$ cat src/rtl/interrupt_ack_sequencer.sv
// INTA acknowledge / poll sequencer for an 8259A-style interrupt controller.
// Every output is registered; the state machine drives ISR/IRR strobes and byte selection.
module interrupt_ack_sequencer #(
   parameter int NUM_IRQ = 8
) (
   input  logic               clock,
   input  logic               reset_n,
   input  logic               write_icw1,
   input  logic [NUM_IRQ-1:0] interrupt,
   input  logic               inta_edge,
   input  logic               poll_command,
   input  logic               poll_read,
   input  logic               mode_8086,
   input  logic               auto_eoi,
   output logic               interrupt_to_cpu,
   output logic               freeze,
   output logic [2:0]         control_state,
   output logic               latch_in_service,
   output logic [NUM_IRQ-1:0] acknowledge_interrupt,
   output logic [NUM_IRQ-1:0] clear_interrupt_request,
   output logic [NUM_IRQ-1:0] interrupt_when_ack1,
   output logic               spurious,
   output logic               end_of_ack,
   output logic               end_of_poll,
   output logic [NUM_IRQ-1:0] auto_eoi_clear,
   output logic [1:0]         byte_select
);

   localparam logic [2:0] READY = 3'd0;
   localparam logic [2:0] ACK1  = 3'd1;
   localparam logic [2:0] ACK2  = 3'd2;
   localparam logic [2:0] ACK3  = 3'd3;
   localparam logic [2:0] POLL  = 3'd4;

   logic [2:0]         r_state;
   logic               r_mode;
   logic               r_int;
   logic               r_freeze;
   logic               r_latch;
   logic [NUM_IRQ-1:0] r_ack;
   logic [NUM_IRQ-1:0] r_clr;
   logic [NUM_IRQ-1:0] r_snap;
   logic               r_spur;
   logic               r_eoa;
   logic               r_eop;
   logic [NUM_IRQ-1:0] r_aeoi;
   logic [1:0]         r_bsel;

   logic [2:0] w_next;
   logic [1:0] w_bsel;
   logic       w_mode;
   logic       w_irq;
   logic       w_start;
   logic       w_end_ack;
   logic       w_poll_rd;

   assign w_irq     = |interrupt;
   assign w_start   = !write_icw1 && inta_edge && (r_state == READY);
   assign w_end_ack = !write_icw1 && inta_edge &&
                      (((r_state == ACK1) && r_mode) || (r_state == ACK2));
   assign w_poll_rd = !write_icw1 && poll_read && (r_state == POLL);

   // Mode is live outside a sequence and frozen inside one.
   assign w_mode = ((r_state == READY) || (w_next == READY)) ? mode_8086 : r_mode;

   always_comb begin
      w_next = r_state;
      case (r_state)
         READY: begin
            if (inta_edge) w_next = ACK1;
            else if (poll_command) w_next = POLL;
         end
         ACK1:  if (inta_edge) w_next = r_mode ? READY : ACK2;
         ACK2:  if (inta_edge) w_next = ACK3;
         ACK3:  w_next = READY;
         POLL:  if (poll_read) w_next = READY;
         default: w_next = READY;
      endcase
      if (write_icw1) w_next = READY;
   end

   always_comb begin
      w_bsel = 2'd0;
      if (!write_icw1) begin
         case (w_next)
            READY:   w_bsel = w_mode ? 2'd0 : 2'd1;
            ACK1:    w_bsel = 2'd2;
            ACK2:    w_bsel = w_mode ? 2'd0 : 2'd3;
            default: w_bsel = 2'd0;
         endcase
      end
   end

   always_ff @(posedge clock or negedge reset_n) begin
      if (!reset_n) begin
         r_state  <= READY;
         r_mode   <= 1'b0;
         r_int    <= 1'b0;
         r_freeze <= 1'b0;
         r_latch  <= 1'b0;
         r_ack    <= '0;
         r_clr    <= '0;
         r_snap   <= '0;
         r_spur   <= 1'b0;
         r_eoa    <= 1'b0;
         r_eop    <= 1'b0;
         r_aeoi   <= '0;
         r_bsel   <= 2'd0;
      end else begin
         r_state  <= w_next;
         r_freeze <= (w_next != READY);
         r_bsel   <= w_bsel;
         r_latch  <= 1'b0;
         r_clr    <= '0;
         r_eoa    <= 1'b0;
         r_eop    <= 1'b0;
         r_aeoi   <= '0;
         if (write_icw1) begin
            r_clr  <= '1;
            r_int  <= 1'b0;
            r_ack  <= '0;
            r_snap <= '0;
            r_spur <= 1'b0;
            r_mode <= 1'b0;
         end else begin
            if (w_end_ack || w_poll_rd) r_int <= 1'b0;
            else if ((r_state == READY) && w_irq) r_int <= 1'b1;
            if (w_start) begin
               r_mode  <= mode_8086;
               r_snap  <= interrupt;
               r_ack   <= interrupt;
               r_clr   <= interrupt;
               r_latch <= w_irq;
               r_spur  <= !w_irq;
            end else if (w_poll_rd) begin
               r_ack   <= interrupt;
               r_clr   <= interrupt;
               r_latch <= w_irq;
               r_eop   <= 1'b1;
            end else if (r_eoa || r_eop) begin
               r_ack <= '0;
            end
            if (w_end_ack) begin
               r_eoa  <= 1'b1;
               r_spur <= 1'b0;
               if (auto_eoi && !r_spur) r_aeoi <= r_ack;
            end
         end
      end
   end

   assign interrupt_to_cpu        = r_int;
   assign freeze                  = r_freeze;
   assign control_state           = r_state;
   assign latch_in_service        = r_latch;
   assign acknowledge_interrupt   = r_ack;
   assign clear_interrupt_request = r_clr;
   assign interrupt_when_ack1     = r_snap;
   assign spurious                = r_spur;
   assign end_of_ack              = r_eoa;
   assign end_of_poll             = r_eop;
   assign auto_eoi_clear          = r_aeoi;
   assign byte_select             = r_bsel;

endmodule

$ cat config.mk
export PLATFORM = sky130hd
export DESIGN_NAME = interrupt_ack_sequencer
export DESIGN_NICKNAME = d
export VERILOG_FILES = /design/src/rtl/interrupt_ack_sequencer.sv
export SDC_FILE = /design/constraint.sdc
export NUM_CORES = 1
export LEC_CHECK = 0
export CORE_MARGIN = 2
export CORE_UTILIZATION = 30
export DETAILED_ROUTE_END_ITERATION = 8
export PLACE_DENSITY = 0.65
export SLEW_MARGIN = 25
export SYNTH_ARGS = -nofsm -noshare
export SYNTH_HDL_FRONTEND = slang
export SYNTH_SLANG_ARGS = --single-unit
$ cat constraint.sdc
create_clock -name clock -period 1.51 [get_ports clock]
set_input_delay 0.453 -clock clock [delete_from_list [all_inputs] [get_ports clock]]
set_output_delay 0.453 -clock clock [all_outputs]
set_load 0.01 [all_outputs]
==> results of run 1 <==
[sequential cells by signal (all words and copies together), names as in the netlist]
signal,flops
interrupt_when_ack1,8
end_of_ack,1
auto_eoi_clear,8
freeze,1
byte_select,2
clear_interrupt_request,8
latch_in_service,1
spurious,1
acknowledge_interrupt,8
r_mode,1
end_of_poll,1
interrupt_to_cpu,1
control_state,3
[cell type report]
class	count	area [µm²]
repair buffers	96	833
flip-flops and latches	44	1100
fillers	571	3020
inverters	4	15.0
well taps	75	93.8
clock buffers	5	68.8
clock inverters	3	46.3
multi-input cells	100	742
[routing by layer]
layer  global-route usage [%]  wire, µm  part of all wire (%)
met5                        0         0                     0
met4                     7.00        91                   1.9
met3                     3.15       215                   4.4
met2                     23.8      2320                    47
met1                     20.7      2260                    46
[worst paths after layout]
check | start | end | slack [ps] | depth (start not counted)
max | control_state[0]$_DFF_PN0_ | byte_select[0]$_DFF_PN0_ | -70 | 5
min in group clock | interrupt_when_ack1[5]$_DFFE_PN0P_ | interrupt_when_ack1[5]$_DFFE_PN0P_ | 510 | 2
max reg2reg | control_state[0]$_DFF_PN0_ | byte_select[0]$_DFF_PN0_ | -70 | 5
min reg2reg | interrupt_when_ack1[5]$_DFFE_PN0P_ | interrupt_when_ack1[5]$_DFFE_PN0P_ | 510 | 2
max in group asynchronous | reset_n | auto_eoi_clear[4]$_DFF_PN0_ | 1190 | 2
min | reset_n | byte_select[1]$_DFF_PN0_ | 90 | 2
[kinds of logic after synthesis]
group / after synthesis
AOI/OAI and AO/OA: 35
DFF: 44
muxes: 1
and+or+nand+nor: 64
buffers and inverters: 11
[cell usage in the layout, fill, tap and decap left out, types with 2 or more instances in the layout]
cell / count
inv_1: 4
o21ai_0: 2
dfrtp_2: 2
and2_1: 8
nand2_1: 18
a21o_2: 7
clkdlybuf4s50_1: 4
nand2b_1: 2
a21boi_0: 2
dfrtp_1: 42
or4_4: 2
a21o_1: 3
nor2_1: 3
nor3_1: 2
buf_6: 4
nor2b_1: 3
nand3b_1: 8
clkbuf_8: 5
a31oi_1: 3
a22o_1: 8
nor2_4: 2
buf_4: 33
dlygate4sd2_1: 50
o31ai_1: 2
[power by group]
part	switching (mW)	leakage [nW]	internal (mW)
sequential	0.0410	0.574	1.25
clock	0.432	0.0548	0.498
combinational	0.267	0.898	0.280
[stage by stage]
| step | cells | hold slack (ps) | TNS (ps) | area, µm² | power (mW) |
|---|---|---|---|---|---|
| floorplan | 155 | 157 | -657 | 1860 | 1.54 |
| finish | 327 | 93.7 | -216 | 2900 | 2.77 |
| detailed placement | 313 | 448 | -16430 | 2740 | 1.88 |
| CTS | 326 | 108 | -107 | 2860 | 2.78 |
| global route | 327 | 113 | -836 | 2900 | 2.90 |
| global placement | 313 | 444 | -16240 | 2740 | 1.88 |
[timing repair]
item,in CTS,in global routing
pin swaps,12,8
setup buffers,6,1
endpoints found under the hold margin,0,0
gates resized for setup,65,10
setup endpoints to repair,80,31
==> flow_summary.ini, run 1 <==
[outcome]
outcome = finished, violations left
violations = setup timing

[yosys]
syn_nets = 171
ys.flop_type = dfrtp_1
synth_edf_count = 0
async_reset_ff_share_pct = 100
synth_xor_area_share_pct = 0
synth.distinct_cells = 42
post-synth-top-count-cell = dfrtp_1
syn-cell-area_um2 = 1850
synth_top_family_by_area = simple AND/OR/NAND/NOR gates
synthAdderAreaFrac_pct = 0
synth_cells = 155
postSynthAreaPerCell_um2 = 11.9
yosysWarnings = 0
synth_common_cells = 44 x dfrtp_1, 19 x nand2_1, 8 x a22o_1, 8 x and2_1, 8 x nand3b_1
synth-simple-area-share_pct = 20.6
yosys.area.top_type_share_pct = 59.7
yosys-top-cells-area = dfrtp_1 60%, nand2_1 3.9%, a22o_1 3.8%
synth_compound_area_share_pct = 15.8
yosysSeqAreaShare_pct = 59.7
synth_top_area_cell = dfrtp_1
synthMuxAreaShare_pct = 0.542
ys_ff_latch = 44

[clock_network]
numClockSinks = 44
htree_levels = 2
clk_pin_slew_worst_paths_ps = 90
clock_latency_ps = 310
cts_hold_buffers = 0
cts_buffer_depth = 2
cts_tree = built
numCtsBuffers = 5
cts_root_buf = clkbuf_8

[floorplan]
die_w_um = 82.4
core-area_um2 = 5920
rows = 28
initial_core_util_pct = 31.2
dieArea_um2 = 6790
io_pins = 59
die_h_um = 82.4

[setup_path]
cpPeakStageDelay_ps = 420
crit_type = reg2reg
cp_top_family = simple AND/OR/NAND/NOR gates
endpoint_kind = flop
cp_max_fo = 8
slowest_stage = dfrtp_2
path_cells = buf_6 -> or3_4 -> or2_1 -> a221oi_2 -> nor4bb_1
worst-endpoint-required_ps = 1700
cp.arrival_ps = 1780
crit_buf_inv = 1
startpoint_type = flop

[cells_and_area]
nNetsFinal = 267
drive_gt1_share_pct = 30.2
diodes = 0
final_core_util_pct = 49.0
area_delta_synth_final_pct = 57.3

[power_and_ir_drop]
leakage_nw = 1.53
p_per_area_nw_per_um2 = 955
ir_worst_vdd_v = 0.000408

[routing]
drt.antenna.violating_nets = 0
drt-initial-drc-count = 58
wl_per_cell_um = 14.9
via_count = 1525
first_pass_iters = 4
drc = 0
routed_wl_um = 4890
vias_per_cell = 4.66

[sta]
clock-skew-final_ps = 11.7
fin_crit_ps = 1580
hold_viol_final = 0
drv_slew = 0
timing.final.crit_share_pct = 105
setup_ws_ps = -74.4
setup_viol = 11
slew_headroom_pct = 68.9
grt_setup_unrepaired = true
max_freq_mhz = 631
worst_pin_slew_ps = 463

[global_route]
grt_max_degree = 45
grt_antenna_before_repair = 0
grt_pass1_wl_um = 7610
grt_pass1_vias = 1464
grt_use_total_pct = 15.4
grt_overflow = 0

[placement]
pre_cts_ws_ps = -477
io_buffer_count = 58
hpwlAfterDp_um = 3380
globalplace.congestion = 0.834

[hold_path]
hp-class = in2async

[flow_run]
cap_violations = 0
No activity file was read; power rests on OpenSTA's default activity.
==> inputs of run 2 (changes only) <==
--- a/config.mk
+++ b/config.mk
@@ -8,6 +8,7 @@
 export CORE_MARGIN = 2
 export CORE_UTILIZATION = 30
 export DETAILED_ROUTE_END_ITERATION = 8
+export HOLD_SLACK_MARGIN = 0.06
 export PLACE_DENSITY = 0.65
 export SLEW_MARGIN = 25
 export SYNTH_ARGS = -nofsm -noshare
==> results of run 2 <==
No change in the layout: final DEF, timing and power equal those of run 1.
==> inputs of run 3 (changes only) <==
--- a/config.mk
+++ b/config.mk
@@ -8,8 +8,9 @@
 export CORE_MARGIN = 2
 export CORE_UTILIZATION = 30
 export DETAILED_ROUTE_END_ITERATION = 8
-export HOLD_SLACK_MARGIN = 0.06
 export PLACE_DENSITY = 0.65
+export RECOVER_POWER = 50
+export SKIP_CTS_REPAIR_TIMING = 1
 export SLEW_MARGIN = 25
 export SYNTH_ARGS = -nofsm -noshare
 export SYNTH_HDL_FRONTEND = slang
==> run 3 against run 2 <==
Effect of this change:
- the flow still finishes with violations (setup timing)
- clock skew is 3.0 ps higher
- total power is 1.4% higher
- utilization is 3.3 points higher
- clock power hardly changed
- wire length is 2.8% higher
- critical path type unchanged
- critical endpoint unchanged
- largest cell class unchanged
- largest power group unchanged
==> flow_summary.ini, run 3 (synthesized netlist as in run 1, its figures left out) <==
[outcome]
outcome = finished, violations left
violations = setup timing

[hold_path]
hp-class = in2async

[floorplan]
die_h_um = 82.4
io_pins = 59
initial_core_util_pct = 31.2
dieArea_um2 = 6790
die_w_um = 82.4
core-area_um2 = 5920
rows = 28

[placement]
hpwlAfterDp_um = 3380
io_buffer_count = 58
globalplace.congestion = 0.834
pre_cts_ws_ps = -477

[setup_path]
worst-r2r-setup-slack_ps = -100
cp.arrival_ps = 1800
worstRegToRegCells = 5
cpPeakStageDelay_ps = 450
path_cells = buf_6 -> or3_4 -> or2_1 -> a221oi_2 -> nor4bb_1
crit_type = reg2reg
cp-startpoint = control_state[0]$_DFF_PN0_
cp_max_fo = 5
startpoint_type = flop
worst-endpoint-required_ps = 1710
slowest_stage = dfrtp_2
endpoint_kind = flop
r2r-start = control_state[0]$_DFF_PN0_
crit_path_end = byte_select[0]$_DFF_PN0_
regToRegEndpoint = byte_select[0]$_DFF_PN0_

[power_and_ir_drop]
leakage_nw = 2.09
clkPwrFrac_pct = 33.2
swShare_pct = 26.6
internal-power_mw = 2.06
p_switching_mw = 0.747
p_per_area_nw_per_um2 = 907
p_comb_share_pct = 20.7
pwr-share-seq_pct = 46.1
ir_worst_vdd_v = 0.000414

[sta]
timing.final.crit_share_pct = 106
slew_headroom_pct = 27.5
worst_pin_slew_ps = 1090
max_freq_mhz = 622
setup_viol = 17
setup_ws_ps = -97.1
final.setup.tns_ps = -540
fin_crit_ps = 1610
drv_slew = 0
grt_setup_unrepaired = true
clock-skew-final_ps = 14.7
hold_viol_final = 0

[global_route]
grt_pass1_vias = 1427
grt_use_total_pct = 15.0
grt_max_degree = 45
grt_overflow = 0
grt_pass1_wl_um = 7450
grt_antenna_before_repair = 0

[clock_network]
cts_root_buf = clkbuf_8
htree_levels = 2
numClockSinks = 44
cts_tree = built
clk_pin_slew_worst_paths_ps = 100
cts_buffer_depth = 2
clock_latency_ps = 310
numCtsBuffers = 5

[routing]
wl_per_cell_um = 15.3
via_count = 1555
drt-initial-drc-count = 42
drc = 0
routed_wl_um = 5020
vias_per_cell = 4.73
first_pass_iters = 4
drt.antenna.violating_nets = 0

[cells_and_area]
nNetsFinal = 269
layout_common_cells = 52 x dlymetal6s2s_1, 42 x dfrtp_1, 34 x buf_4
drive_gt1_share_pct = 31.1
area_delta_synth_final_pct = 67.9
mostFrequentLayoutCell = dlymetal6s2s_1
diodes = 0

[flow_run]
cap_violations = 0
## run 3: final cells by class
class                           count  area, µm²
Clock buffer                        5       68.8
Clock inverter                      3       46.3
Fill cell                         537       2820
Inverter                            4       15.0
Multi-Input combinational cell    100        749
Sequential cell                    44       1100
Tap cell                           75       93.8
Timing Repair Buffer               98       1020
## run 3: how the worst min path moves through the flow
stage             from                                    to  slack (ps)
6_report       reset_n              byte_select[1]$_DFF_PN0_         410
5_1_grt        reset_n              byte_select[1]$_DFF_PN0_         510
4_1_cts        reset_n              byte_select[1]$_DFF_PN0_         110
3_5_place_dp   reset_n              byte_select[1]$_DFF_PN0_         450
3_3_place_gp   reset_n              byte_select[1]$_DFF_PN0_         440
2_1_floorplan  reset_n  acknowledge_interrupt[0]$_DFFE_PN0P_         160
## run 3: worst max-delay path, delay by kind of cell, from the launching register on
| kind | cells | cell delay [ps] |
|---|---|---|
| simple gates | 3 | 720 |
| flops | 1 | 450 |
| compound gates | 1 | 200 |
| buf+inv | 1 | 120 |
## run 3: routing by layer
layer / vias up / wire length, µm / global-route usage (%)
li1: 743 / - / -
met1: 756 / 2160 / 20.3
met2: 50 / 2450 / 22.7
met3: 6 / 321 / 3.59
met4: 0 / 95 / 7.00
met5: - / 0 / 0
## run 3: power groups by stage
stage | Sequential, mW | Combinational [mW] | Clock (mW)
after floorplan | 1.35 | 0.191 | 0
after global placement | 1.32 | 0.554 | 0
after detailed placement | 1.32 | 0.556 | 0
after CTS | 1.30 | 0.559 | 0.951
after global routing | 1.31 | 0.630 | 0.999
final | 1.30 | 0.580 | 0.934
## run 3: metrics by stage
step           instance area, µm²  hold WS (ps)  total power [mW]  std cells  utilization (%)
6_report                     3100           405              2.81        329             52.3
5_1_grt                      3100           508              2.93        329             52.3
4_1_cts                      2850           108              2.81        321             48.1
3_5_place_dp                 2740           448              1.88        313             46.2
3_3_place_gp                 2740           444              1.88        313             46.2
2_1_floorplan                1860           157              1.54        155                -
==> edit 1: new RTL, config.mk and constraints of run 2 <==
`NUM_IRQ`: 8 -> 16.
--- a/src/rtl/interrupt_ack_sequencer.sv
+++ b/src/rtl/interrupt_ack_sequencer.sv
@@ -2,5 +2,5 @@
 // Every output is registered; the state machine drives ISR/IRR strobes and byte selection.
 module interrupt_ack_sequencer #(
-   parameter int NUM_IRQ = 8
+   parameter int NUM_IRQ = 16
 ) (
    input  logic               clock,
Interface: changed (5 resized); port bits go from 59 to 99. No check against the original RTL was run, so the function may have changed too.
==> edit 1 against run 2 <==
The run still ends with negative setup slack left; via count rose by 61%; wire length grew 88%; synthesized cell count rose by 57%; worst setup slack lost 0.18 ns; power rose by 64%; sequential cell count increased by 32; die area rose by 57%; cell count rose by 65%; sequential power is 73% higher; final area grew 65%; area after synthesis is 60% higher.
==> edit 1: results (changes against run 2) <==
worst r2r path cells=6 (+1); DRT iter0 DRCs=104 (+79%); share of cells above drive strength 1=0.251 (-0.0504); gpl congestion=0.795 (-4.7%); status=finished, violations left; post-synthesis mux area share=0.00339 (-0.00203); top cells by area, synth=dfrtp_1 64%, a22o_1 4.7%, nand3b_1 4.6%, nand2_1 4.5%, a21o_1 4.1%; CP startpoint=control_state[2]; WP data arrival=2.04 ns (+0.26 ns); Max FO, Critical Path=7 (-1); Post-Place Setup Slack=-0.759 ns (-0.282 ns); clock latency at the later pin of the worst-skew pair=0.34 ns (+0.03 ns); PortBufs=98 (+69%); CTS Buf Count=9 (+4); Setup-failing EPs final=69 (+58); H-tree levels=3 (+1); DR vias=2,448 (+61%); largest net degree at the start of global routing=77 (+71%); synth cell count leaders=76 x dfrtp_1, 35 x nand2_1, 18 x nand3b_1; leak pwr=0.00251 uW (+64%); fill count=928 (+63%); Nets=426 (+60%); failing checks=negative setup slack; WL per Instance=17.0 um (+14%); final worst slack=-0.258 ns (-0.184 ns); sequential-to-total area share from yosys stat=0.645 (+0.0480); clk slew on worst S/H paths=0.09 ns (about the same); vias in the first global route=2,497 (+71%); Max Clock Skew=0.0110 ns (-0.000722 ns); Rel. slew slack=0.717 (+0.0283); Max VDD drop=0.335 mV (-18%); reg-to-reg slack, setup=-0.26 ns (-0.18 ns); first-pass GRT wire length=13,900 um (+82%); GRT Overall Usage=0.180 (+0.0262); worst reg2reg path endpoint=clear_interrupt_request[3]; Compound-Gate Fraction of Synth Area=0.123 (-0.0346); hpwl dp=5890 um (+74%); Synth Net Count=268 (+57%); antenna fix cells=0 (unchanged); setup TNS=-12.30 ns (-12.09 ns); Synth cell types=34 (-19%)
==> edit 1: changes by cell type in the layout (fill, tap and decap cells not counted), sizes merged, moves of 10 or more <==
cell / change
clkdlybuf4s50: +10
clkdlybuf4s15: +24
buf: +31
nand3b: +10
nand2: +16
dfrtp: +32
==> edit 1: area by class of cell <==
| type | count | share of cell area |
|---|---|---|
| flip-flops and latches | 76 | 0.396 |
| repair buffers | 165 | 0.322 |
| multi-input cells | 147 | 0.208 |
| well taps | 133 | 0.0347 |
| clock buffers | 11 | 0.0315 |
| clock inverters | 4 | 0.00521 |
| inverters | 3 | 0.00235 |
==> edit 1: logic make-up after synthesis <==
group                  count (synthesis)
multiplexers                           1
buffers and inverters                 21
AO/OA/AOI/OAI                         47
AND/OR/NAND/NOR                       99
flip-flops                            76
==> edit 1: timing repair <==
action,4_1_cts,5_1_grt
endpoints found under the setup margin,144,95
resized for setup,120,34
gates cloned,6,1
setup buffers,18,9
pin swaps,19,7
==> edit 1: metal layers <==
| metal | GRT usage | part of all wire | wire [um] | vias to the layer above |
|---|---|---|---|---|
| met5 | 0 | 0 | 0 | - |
| met4 | 0.0830 | 0.023 | 211 | 0 |
| met3 | 0.0397 | 0.064 | 590 | 13 |
| met2 | 0.292 | 0.49 | 4490 | 82 |
| met1 | 0.230 | 0.42 | 3870 | 1197 |
| li1 | - | - | - | 1156 |
==> edit 1: where the power goes <==
| part | total (uW) | switching [uW] | leakage (uW) | internal, uW |
|---|---|---|---|---|
| clock | 1410 | 742 | 0.0000872 | 672 |
| sequential | 2230 | 67.2 | 0.000994 | 2160 |
| combinational | 917 | 433 | 0.00143 | 484 |
==> edit 1: worst max-delay path by stage <==
| stage | to | cells after the start | slack (ns) |
|---|---|---|---|
| finish | clear_interrupt_request[3] | 6 | -0.26 |
| global route | acknowledge_interrupt[0] | 6 | -0.32 |
| CTS | acknowledge_interrupt[9] | 6 | -0.24 |
| detailed placement | acknowledge_interrupt[7] | 6 | -0.76 |
| global placement | acknowledge_interrupt[9] | 6 | -0.75 |
| floorplan | acknowledge_interrupt[2] | 7 | -0.37 |
==> edit 1: metrics by stage <==
stage	utilization	total power, uW	hold WS, ns	instance area, sq um	cells
final	0.498	4560	0.101	4800	539
after detailed placement	0.450	3120	0.490	4340	496
after CTS	0.494	4580	0.121	4760	534
after global routing	0.498	4780	0.136	4800	539
after global placement	0.450	3110	0.487	4340	496
after floorplan	-	2570	0.157	2980	244
==> edit 1: critical path: stages (launching register included) <==
cell and delay [ns]:
dfrtp_1 0.41, or3b_4 0.39, or3_4 0.38, o21ai_4 0.15, buf_12 0.15, buf_16 0.11
a21o_1 0.12
==> edit 2: new RTL, flow settings as in run 2 <==
Made on the original files. Register the output `clear_interrupt_request` once more, with the module's reset; this adds one clock of latency there. The other outputs are not delayed to match.
--- a/src/rtl/interrupt_ack_sequencer.sv
+++ b/src/rtl/interrupt_ack_sequencer.sv
@@ -155,5 +155,11 @@
    assign latch_in_service        = r_latch;
    assign acknowledge_interrupt   = r_ack;
-   assign clear_interrupt_request = r_clr;
+   always_ff @(posedge clock or negedge reset_n) begin
+      if (!reset_n) begin
+         clear_interrupt_request <= '0;
+      end else begin
+         clear_interrupt_request <= r_clr;
+      end
+   end
    assign interrupt_when_ack1     = r_snap;
    assign spurious                = r_spur;
Function: changed (Yosys sat finds a counterexample within 4 cycles, from zero or initial values and one cycle with reset_n low).
==> edit 2 against run 2 <==
The run still ends with negative setup slack left; sequential power grew 18%; sequential cell count grew 8; final area grew 16%; core utilization up 3.8 points; power rose by 7.2%; worst setup slack worse by 0.12 ns; highest routed layer unchanged; global-route usage is 0.40 points lower; wire length grew 9.6%; area after synthesis grew 8.5%.
==> edit 2: results (changes against run 2) <==
status=finished, violations left; failing checks=negative setup slack; setup TNS=-1.43 ns (-1.22 ns); largest net degree at the start of global routing=53 (+18%); share of flip-flops with an asynchronous set or reset=1.00 (unchanged); Max Clock Skew=0.00713 ns (-0.00460 ns); Post-Place Setup Slack=-0.624 ns (-0.147 ns); H-tree levels=2 (unchanged); share of cells above drive strength 1=0.393 (+0.0910); PortBufs=58 (unchanged); Max VDD drop=0.441 mV (+8.0%); Max FO, Critical Path=3 (-5); gpl congestion=0.734 (-12%); slowest CP cell=or4b_4; worst r2r path cells=4 (-1); WP data arrival=1.92 ns (+0.14 ns); clk slew on worst S/H paths=0.09 ns (about the same); number of antenna violations at the first check in global routing=1 (+1); first-pass GRT wire length=8510 um (+12%); Synth cell types=35 (-17%); CTS Buf Count=5 (unchanged); hpwl dp=3600 um (+6.3%); Synth Net Count=176 (+2.9%); sequential-to-total area share from yosys stat=0.650 (+0.0534); final worst slack=-0.192 ns (-0.118 ns); Total Wirelength=5350 um (+9.6%); Rel. slew slack=0.695 (+0.00571); leak pwr=0.00170 uW (+11%); top cell family by delay on the critical path=simple AND/OR/NAND/NOR gates; Nets=285 (+6.7%); DR vias=1,653 (+8.4%); Min-Delay Path Class=primary input to async pin; FF-to-FF Start=control_state[1]; number of synthesis warnings=0 (unchanged); Setup-failing EPs final=36 (+25); clock latency at the later pin of the worst-skew pair=0.31 ns (about the same); DRT iter0 DRCs=65 (+12%); crit-path max cell delay=0.48 ns (+0.06 ns); fill count=565 (-1.1%); top cells by area, synth=dfrtp_1 65%, nand2_1 3.8%, a22o_1 3.5%, a21o_1 3.4%, a21oi_1 2.8%; synth cell count leaders=52 x dfrtp_1, 20 x nand2_1, 11 x a21oi_1, 9 x a21o_1; worst reg2reg path endpoint=spurious; TritonRoute pass-1 iters=4 (unchanged); GRT Overall Usage=0.150 (-0.00404); root buffer cell=clkbuf_8; clk buf depth=2 (unchanged)
==> edit 2: worst max-delay path by stage <==
stage / slack [ns] / endpoint / from
floorplan: -0.13 / spurious / control_state[2]
global placement: -0.60 / interrupt_to_cpu / interrupt[2]
detailed placement: -0.62 / spurious / interrupt[2]
CTS: -0.19 / spurious / control_state[0]
global route: -0.23 / spurious / control_state[0]
finish: -0.19 / spurious / control_state[1]
==> edit 2: kinds of logic after synthesis <==
kind of cell,Yosys count,share of synthesized area
AND/OR/NAND/NOR,56,0.169
flip-flops,52,0.650
AO/OA/AOI/OAI,42,0.155
buffers and inverters,10,0.0256
==> edit 2: layout make-up <==
type	count	area, sq um	share of cell area
antenna	1	2.50	0.000742
multi-input combinational	98	867	0.257
inverter	1	3.75	0.00111
timing repair buffer	111	1010	0.300
sequential	52	1300	0.386
tap	77	96.3	0.0286
clock buffer	5	68.8	0.0204
clock inverter	3	22.5	0.00667
==> edit 2: per-layer routing <==
| layer | wire [um] | GRT usage | up-vias |
|---|---|---|---|
| met2 | 2700 | 0.247 | 41 |
| met4 | 127 | 0.0678 | 0 |
| met5 | 0 | 0 | - |
| met1 | 2320 | 0.188 | 816 |
| li1 | - | - | 788 |
| met3 | 208 | 0.0327 | 8 |
==> edit 2: where the power goes <==
group          switching, uW  total [uW]  internal [uW]
Combinational            313         659            346
Clock                    464         796            332
Sequential              40.9        1520           1470
Total                    817        2970           2150
==> edit 2: stage by stage <==
step                hold WS, ns  instance area (sq um)  std cells
detailed placement        0.335                   2910        318
floorplan                 0.157                   2030        160
CTS                       0.128                   3210        342
global placement          0.332                   2910        318
global route              0.127                   3370        348
finish                    0.106                   3370        348
==> edit 2: timing repair <==
item	4_1_cts	5_1_grt
resized for setup	91	39
hold buffers	0	0
endpoints found under the setup margin	82	42
gates cloned	2	1
buffers inserted	14	7
pin swaps	9	24
